## src/rtl/one_port_ram_pkg.sv

```systemverilog
// Shared definitions for one_port_ram_async: default geometry, word type and
// the even-parity helper used when ONE_PORT_RAM_PARITY_EN is defined.
package one_port_ram_pkg;

  localparam int unsigned DEF_ADDR_WIDTH = 8;
  localparam int unsigned DEF_DATA_WIDTH = 1;
  localparam int unsigned DEPTH          = 2 ** DEF_ADDR_WIDTH;

  typedef logic [DEF_DATA_WIDTH-1:0] word_t;

  // Even parity: the returned bit makes ^{word, parity} equal to 0.
  function automatic logic par_f(input word_t w);
    return ^w;
  endfunction

endpackage : one_port_ram_pkg

```

## src/rtl/one_port_ram_wr_decode.sv

```systemverilog
// Write-address decoder for one_port_ram_async.
// Turns addr + we into a one-hot per-word write-enable vector.
// Ports:
//   we       in   write enable (X/Z decodes to no write)
//   addr     in   ADDR_WIDTH word address
//   wr_en_c  out  2**ADDR_WIDTH one-hot write enables (combinational)
module one_port_ram_wr_decode
  import one_port_ram_pkg::*;
#(
  parameter int unsigned ADDR_WIDTH = DEF_ADDR_WIDTH
) (
  input  logic                         we,
  input  logic [ADDR_WIDTH-1:0]        addr,
  output logic [(2**ADDR_WIDTH)-1:0]   wr_en_c
);

  // if() takes the false branch on X/Z, so an unknown we never writes.
  always_comb begin
    wr_en_c = '0;
    if (we) begin
      wr_en_c[addr] = 1'b1;
    end
  end

endmodule : one_port_ram_wr_decode

```

## src/rtl/one_port_ram_async.sv

```systemverilog
// Single-port register-file RAM: synchronous write, combinational read.
// Storage is flops so the whole array clears on asynchronous reset.
// Optional feature macro: ONE_PORT_RAM_PARITY_EN (adds per-word even parity
// and the combinational parity_err output).
// Ports:
//   clk         in   write clock (rising edge)
//   rst_n       in   asynchronous active-low reset, clears every word
//   we          in   write enable
//   addr        in   shared read/write address
//   din         in   write data
//   dout        out  mem[addr], combinational
//   parity_err  out  ^{mem[addr], parity[addr]} (parity build only)
module one_port_ram_async
  import one_port_ram_pkg::*;
#(
  parameter int unsigned ADDR_WIDTH = DEF_ADDR_WIDTH,
  parameter int unsigned DATA_WIDTH = DEF_DATA_WIDTH
) (
  input  logic                  clk,
  input  logic                  rst_n,
  input  logic                  we,
  input  logic [ADDR_WIDTH-1:0] addr,
  input  logic [DATA_WIDTH-1:0] din,
`ifdef ONE_PORT_RAM_PARITY_EN
  output logic                  parity_err,
`endif
  output logic [DATA_WIDTH-1:0] dout
);

  localparam int unsigned MEM_DEPTH = 2 ** ADDR_WIDTH;

  logic [MEM_DEPTH-1:0]  wr_en;
  logic [DATA_WIDTH-1:0] mem_q [MEM_DEPTH];
  logic [DATA_WIDTH-1:0] mem_d [MEM_DEPTH];

  one_port_ram_wr_decode #(
    .ADDR_WIDTH (ADDR_WIDTH)
  ) u_wr_decode (
    .we      (we),
    .addr    (addr),
    .wr_en_c (wr_en)
  );

  // Next-state of the storage array: only the decoded word takes din.
  always_comb begin
    for (int i = 0; i < int'(MEM_DEPTH); i++) begin
      mem_d[i] = mem_q[i];
      if (wr_en[i]) begin
        mem_d[i] = din;
      end
    end
  end

  always_ff @(posedge clk or negedge rst_n) begin
    if (!rst_n) begin
      for (int i = 0; i < int'(MEM_DEPTH); i++) begin
        mem_q[i] <= '0;
      end
    end else begin
      for (int i = 0; i < int'(MEM_DEPTH); i++) begin
        mem_q[i] <= mem_d[i];
      end
    end
  end

  // Zero-latency read port.
  assign dout = mem_q[addr];

`ifdef ONE_PORT_RAM_PARITY_EN
  logic par_q [MEM_DEPTH];
  logic par_d [MEM_DEPTH];

  // Parity bit is captured alongside the data, computed from din.
  always_comb begin
    for (int i = 0; i < int'(MEM_DEPTH); i++) begin
      par_d[i] = par_q[i];
      if (wr_en[i]) begin
        par_d[i] = par_f(word_t'(din));
      end
    end
  end

  always_ff @(posedge clk or negedge rst_n) begin
    if (!rst_n) begin
      for (int i = 0; i < int'(MEM_DEPTH); i++) begin
        par_q[i] <= 1'b0;
      end
    end else begin
      for (int i = 0; i < int'(MEM_DEPTH); i++) begin
        par_q[i] <= par_d[i];
      end
    end
  end

  assign parity_err = ^{mem_q[addr], par_q[addr]};
`endif

`ifndef SYNTHESIS
  // Unknown write enable is dropped by the decoder; make it visible in sim.
  always_ff @(posedge clk) begin
    if (rst_n && $isunknown(we)) begin
      $warning("one_port_ram_async: we is X/Z at write edge, write dropped");
    end
  end
`endif

endmodule : one_port_ram_async

```

## config.mk

```make
export PLATFORM = sky130hd
export DESIGN_NAME = one_port_ram_async
export DESIGN_NICKNAME = d
export VERILOG_FILES = /design/src/rtl/one_port_ram_pkg.sv /design/src/rtl/one_port_ram_wr_decode.sv /design/src/rtl/one_port_ram_async.sv
export SDC_FILE = /design/constraint.sdc
export NUM_CORES = 1
export LEC_CHECK = 0
export ABC_AREA = 0
export ABC_CLOCK_PERIOD_IN_PS = 2360
export CORE_MARGIN = 4
export CORE_UTILIZATION = 35
export DETAILED_ROUTE_END_ITERATION = 16
export GPL_TIMING_DRIVEN = 0
export PLACE_DENSITY_LB_ADDON = 0.12
export SLEW_MARGIN = 30
export SYNTH_ARGS = -nofsm -noshare
export SYNTH_HDL_FRONTEND = slang
export SYNTH_SLANG_ARGS = --single-unit
export TNS_END_PERCENT = 20
```

## constraint.sdc

```tcl
create_clock -name clk -period 2.36 [get_ports clk]
set_input_delay 0.472 -clock clk [delete_from_list [all_inputs] [get_ports clk]]
set_output_delay 0.472 -clock clk [all_outputs]
set_load 0.05 [all_outputs]
```

==> out/results.ini, run 1 <==
[clocking]
numCtsBuffers = 31
clock-sinks = 256
cts_buffer_depth = 3
insertion_delay_ns = 0.56
htreeDepth = 1
cts_tree = yes
root_buffer = clkbuf_16
path_clk_slew_ns = 0.06

[finish]
syn2layout_area_growth_pct = 15.6
fin_nets = 1095
largest_reg_flops = 256
mostFrequentLayoutCells = dfrtp_1, nor2_1, mux2_2, mux4_2, nand2_1
layout-drive-gt1-share_pct = 34.9
final_common_cell = dfrtp_1
largest_register = mem_q
largestRegisters = mem_q (256)

[worst_setup_path]
end_kind = output pin
crit_slowest_cell = mux4_2
timing.critical_path.buf_inv = 1
worstPathMaxFanout = 2
cp-start-kind = flip-flop
critPathMaxStageDelay_ns = 0.51
path_class = reg2out
cpLargestDelayFamily = compound AO/OA/AOI/OAI gates
worst-endpoint-arrival_ns = 2.88
crit_chain = mux4_2, a22oi_2, nand2_1, a22o_1, o311ai_4, nand4_1, buf_6
reg2reg_slack_ns = 1.57
cp_data_required_time_ns = 1.89

[logic_synthesis]
ys_seq_area_share_pct = 50.2
async_flop_share_pct = 100
synth.net_count = 1046
syn_inst = 1034
ys.flop_type = dfrtp_1
yosysUniqueCellTypes = 28
yosys_register_bits = 256
synth_edf_count = 0
syn-mean-instance-area_um2 = 12.4
yosys_warnings = 0
syn_area_mm2 = 0.0128

[sta]
whs_ns = 0.358
period_share_pct = 142
setup_viol = 1
tightest_slew_ns = 0.728
finalHoldViolations = 0
relSlewSlack_pct = 51.4
finalClockSkew_ns = 0
final.min_clock_period_ns = 3.35
setup_tns_ns = -0.992
rsz0062_at_grt = true
maxSlewViolCount = 0
timing.fmax_ghz = 0.298
setup_ws_ns = -0.992

[outcome]
violations = setup timing
status = complete, but fails checks

[floorplan]
ios = 13
dieArea_mm2 = 0.0396
dieHeight_um = 199
fp-row-count = 69
core_mm2 = 0.0357
initial_core_util_pct = 35.7
die_w_um = 199

[global_route]
grt_pass1_wl_mm = 57.5
antenna_found_initial = 0
grt_pass1_vias = 8751
grt.total_usage_pct = 19.5
grt_max_degree = 80
grt_overflow = 0

[drt]
dr_wl_met2_mm = 17.6
vias_per_cell = 5.30
met1_length_mm = 18.1
top_layer_used = met4
dr.pass1.iters = 4
drcViolationCount = 0
wirelength_mm = 38.2
via_count = 8293
detail-route-antenna-nets = 0
drt_iter0_markers = 516
wl_met3_mm = 1.34
routedWlPerCell_um = 24.4

[placement]
io_buffers = 9
post-place-ws_ns = -2.73
dp_hpwl_mm = 24.1
place_congestion = 0.767

[power_and_ir_drop]
vdd_drop_max_uv = 463
p_leak_nw = 6.53
p_per_area_mw_per_mm2 = 689

[hold_path]
hold_class = in2reg

[flow_run]
drv_cap = 0

kinds of logic (layout without fill, tap and decap cells):
logic type      Yosys count  after routing  share of synthesized area (%)
simple gates            325            325                           10.1
other cells               0              1                              0
flops                   256            256                           50.2
buf+inv                  85            153                           3.05
compound gates           48             48                           2.83
mux                     320            320                           33.9
path summary, 6_finish.rpt:
path | cells after the start | endpoint | startpoint
setup / recovery | 7 | dout | mem_q[44]
hold / removal | 4 | mem_q[237] | addr[0]
setup reg to reg | 1 | mem_q[99] | mem_q[99]
hold reg to reg | 1 | mem_q[201] | mem_q[201]
max in group asynchronous | 4 | mem_q[176] | rst_n
min in group asynchronous | 2 | mem_q[250] | rst_n
repair_timing:
action                                  in CTS  in global routing
gates cloned                                 0                  0
pin swaps                                    5                  3
endpoints found under the setup margin     186                140
gates resized for setup                     64                 16
hold endpoints to repair                    35                  0
buffers inserted                             3                  0
hold buffers                                 1                  0
power breakdown:
part	switching (mW)	internal (mW)
Sequential	0.101	4.60
Combinational	0.540	0.395
Clock	1.85	2.69
layout make-up:
class                      instances  area (µm²)
antenna                            1        2.50
buffer                            85         527
clock buffer                      48         900
clock inverter                     4        47.5
fill                            3422       21000
multi-input combinational        693        6100
sequential                       256        6410
tap                              461         577
timing repair buffer              16         206
metrics by stage:
step	util [%]	cell area, µm²	cells	power (mW)
after floorplan	-	12800	1034	5.29
after global placement	37.7	13500	1504	5.66
after detailed placement	38.0	13600	1507	5.69
after CTS	41.2	14700	1563	10.3
after global routing	41.3	14800	1563	10.6
final	41.3	14800	1564	10.2
metal layers:
layer  vias up  GRT usage (%)
met5         -              0
met4         0           5.72
met3        63           2.78
met2       144           30.6
met1      4342           28.3
li1       3744              -
synth_stat cells, types with 3 or more instances:
master,count,share of area (%)
a21boi_1,3,0.18
a21oi_1,4,0.16
a22o_1,4,0.27
a22oi_1,32,1.9
and2_1,4,0.20
buf_2,23,0.90
buf_6,5,0.44
clkbuf_1,54,1.6
dfrtp_1,256,50
mux2_1,51,4.5
mux2_2,205,18
mux4_2,64,11
nand2_1,61,1.8
nand3_1,14,0.55
nor2_1,229,6.7
nor2b_1,9,0.44
No activity file was read; power rests on OpenSTA's default activity.
==> run 2, diff against run 1 <==
- CORE_UTILIZATION: 35 -> 55
==> run 2 against run 1 <==
Compared with the run above: die area is 35% lower; highest routed layer unchanged; largest cell class unchanged; sequential share of layout area is 0.63 points higher; sequential cell count stayed put; the flow still finishes with violations (setup timing); count of clock-buffer cells in the layout is 5 lower; clock skew stayed put.
==> out/results.ini, run 2 (same netlist as run 1, synthesis figures left out) <==
[power_and_ir_drop]
comb_power_share_pct = 9.0  ; -0.2 points
p_leak_nw = 6.55  ; +0.30%
p_int_mw = 7.74  ; +0.76%
p_clk_share_pct = 44.7  ; about the same
p_per_area_mw_per_mm2 = 697  ; +1.2%
power.switching_mw = 2.40  ; -3.4%
vdd_drop_max_uv = 605  ; +31%
seqPwrFrac_pct = 46.3  ; about the same
switching_share_pct = 23.7  ; -0.78 points
p_total_mw = 10.1  ; -0.27%

[sta]
setup_viol = 1  ; unchanged
tightest_slew_ns = 0.785  ; +0.0566 ns
whs_ns = 0.418  ; +0.0600 ns
maxSlewViolCount = 0  ; unchanged
final.min_clock_period_ns = 3.21  ; -0.146 ns
period_share_pct = 136  ; -6.2 points
setup_ws_ns = -0.846  ; +0.146 ns
timing.fmax_ghz = 0.312  ; +4.5%
rsz0062_at_grt = true
finalHoldViolations = 0  ; unchanged
relSlewSlack_pct = 47.7  ; -3.8 points
finalClockSkew_ns = 0  ; unchanged

[drt]
dr.pass1.iters = 5  ; +1
dr_wl_met2_mm = 16.1  ; -8.6%
drcViolationCount = 0  ; unchanged
top_layer_used = met4
met1_length_mm = 14.8  ; -18%
wl_met3_mm = 1.78  ; +33%
routedWlPerCell_um = 24.1  ; -1.4%
via_count = 8487  ; +2.3%
vias_per_cell = 6.12  ; +15%
drt_iter0_markers = 564  ; +9.3%
wirelength_mm = 33.4  ; -13%
detail-route-antenna-nets = 0  ; unchanged

[clocking]
insertion_delay_ns = 0.54  ; -0.02 ns
htreeDepth = 1  ; unchanged
path_clk_slew_ns = 0.06  ; about the same
cts_tree = yes
numCtsBuffers = 29  ; -6.5%
clock-sinks = 256  ; unchanged
root_buffer = clkbuf_16
cts_buffer_depth = 3  ; unchanged

[worst_setup_path]
cp_data_required_time_ns = 1.89  ; about the same
crit_slowest_cell = mux4_2
crit_chain = mux4_2, a22oi_2, nand2_1, a22o_1, o311ai_4, nand4_1, buf_6
path_class = reg2out
cp-start-kind = flip-flop
cpLargestDelayFamily = compound AO/OA/AOI/OAI gates
timing.critical_path.buf_inv = 1  ; unchanged
critPathMaxStageDelay_ns = 0.50  ; about the same
end_kind = output pin
worst-endpoint-arrival_ns = 2.73  ; -0.15 ns
worstPathMaxFanout = 2  ; unchanged

[floorplan]
initial_core_util_pct = 56.2  ; +21 points
fp-row-count = 55  ; -20%
die_w_um = 160  ; -19%
dieArea_mm2 = 0.0257  ; -35%
core_mm2 = 0.0227  ; -36%
dieHeight_um = 160  ; -19%
ios = 13  ; unchanged

[global_route]
grt_overflow = 0  ; unchanged
grt_pass1_vias = 8668  ; -0.95%
grt.total_usage_pct = 26.4  ; +6.9 points
antenna_found_initial = 0  ; unchanged
grt_max_degree = 81  ; +1.3%
grt_pass1_wl_mm = 52.5  ; -8.7%

[finish]
fin_nets = 1093  ; -0.18%
final_common_cell = dfrtp_1
diodes = 0  ; -1
layout-drive-gt1-share_pct = 34.8  ; -0.18 points
largest_reg_flops = 256  ; unchanged
syn2layout_area_growth_pct = 14.0
largest_register = mem_q
mostFrequentLayoutCells = dfrtp_1, nor2_1, mux2_2, mux4_2, nand2_1
largestRegisters = mem_q (256)

[flow_run]
drv_cap = 0  ; unchanged

[hold_path]
hold_class = in2reg

[placement]
place_congestion = 0.832  ; +8.5%
io_buffers = 9  ; unchanged
dp_hpwl_mm = 21.6  ; -10%

[outcome]
status = complete, but fails checks
violations = setup timing

run 2: metal layers:
| layer | track usage [%] | vias up |
|---|---|---|
| met5 | 0 | - |
| met4 | 6.14 | 0 |
| met3 | 3.21 | 50 |
| met2 | 42.8 | 232 |
| met1 | 38.6 | 4465 |
| li1 | - | 3740 |
run 2: worst paths after layout:
kind	slack [ns]	start	endpoint	cells after the start
setup / recovery	-0.85	mem_q[44]	dout	7
setup reg to reg	1.56	mem_q[115]	mem_q[115]	1
max in group asynchronous	0.88	rst_n	mem_q[199]	4
min in group asynchronous	0.49	rst_n	mem_q[225]	2
hold / removal	0.42	addr[0]	mem_q[229]	4
hold reg to reg	0.48	mem_q[183]	mem_q[183]	1
run 2: through the flow:
step | cell area, µm² | util, % | std cells | setup slack, ns | TNS, ns
6_report | 14600 | 64.1 | 1387 | -0.846 | -0.846
5_1_grt | 14600 | 64.1 | 1387 | -0.928 | -0.928
3_5_place_dp | 13400 | 58.8 | 1331 | -2.47 | -146.42
4_1_cts | 14500 | 64.0 | 1387 | -0.893 | -0.895
3_3_place_gp | 13300 | 58.4 | 1328 | -10.51 | -2829.39
2_1_floorplan | 12800 | - | 1034 | -0.440 | -0.440
run 2: power by group through the flow:
stage	sequential [mW]	combinational (mW)	clock [mW]
floorplan	4.74	0.547	0
global placement	4.77	0.840	0
detailed placement	4.78	0.872	0
CTS	4.70	0.912	4.59
global route	4.72	0.983	4.79
finish	4.70	0.910	4.53
run 2: layout make-up:
cell class              count  area, µm²
repair buffers             16        248
clock inverters             9        100
multi-input cells         693       6050
fillers                  1754       8150
flip-flops and latches    256       6410
clock buffers              43        868
well taps                 285        357
plain buffers              85        526
run 2: what timing repair did:
item                       in CTS  in global routing
resized for setup              55                 12
hold endpoints to repair       63                  0
setup endpoints to repair      96                113
pin swaps                       6                  3
setup buffers                   1                  0
hold buffers                    1                  0
gates cloned                    2                  0
run 2: tightest hold or removal path, cell delays in order:
cell and delay [ns]:
buf_12 0.14, nor2b_2 0.10, nand2_1 0.07, mux2_2 0.14
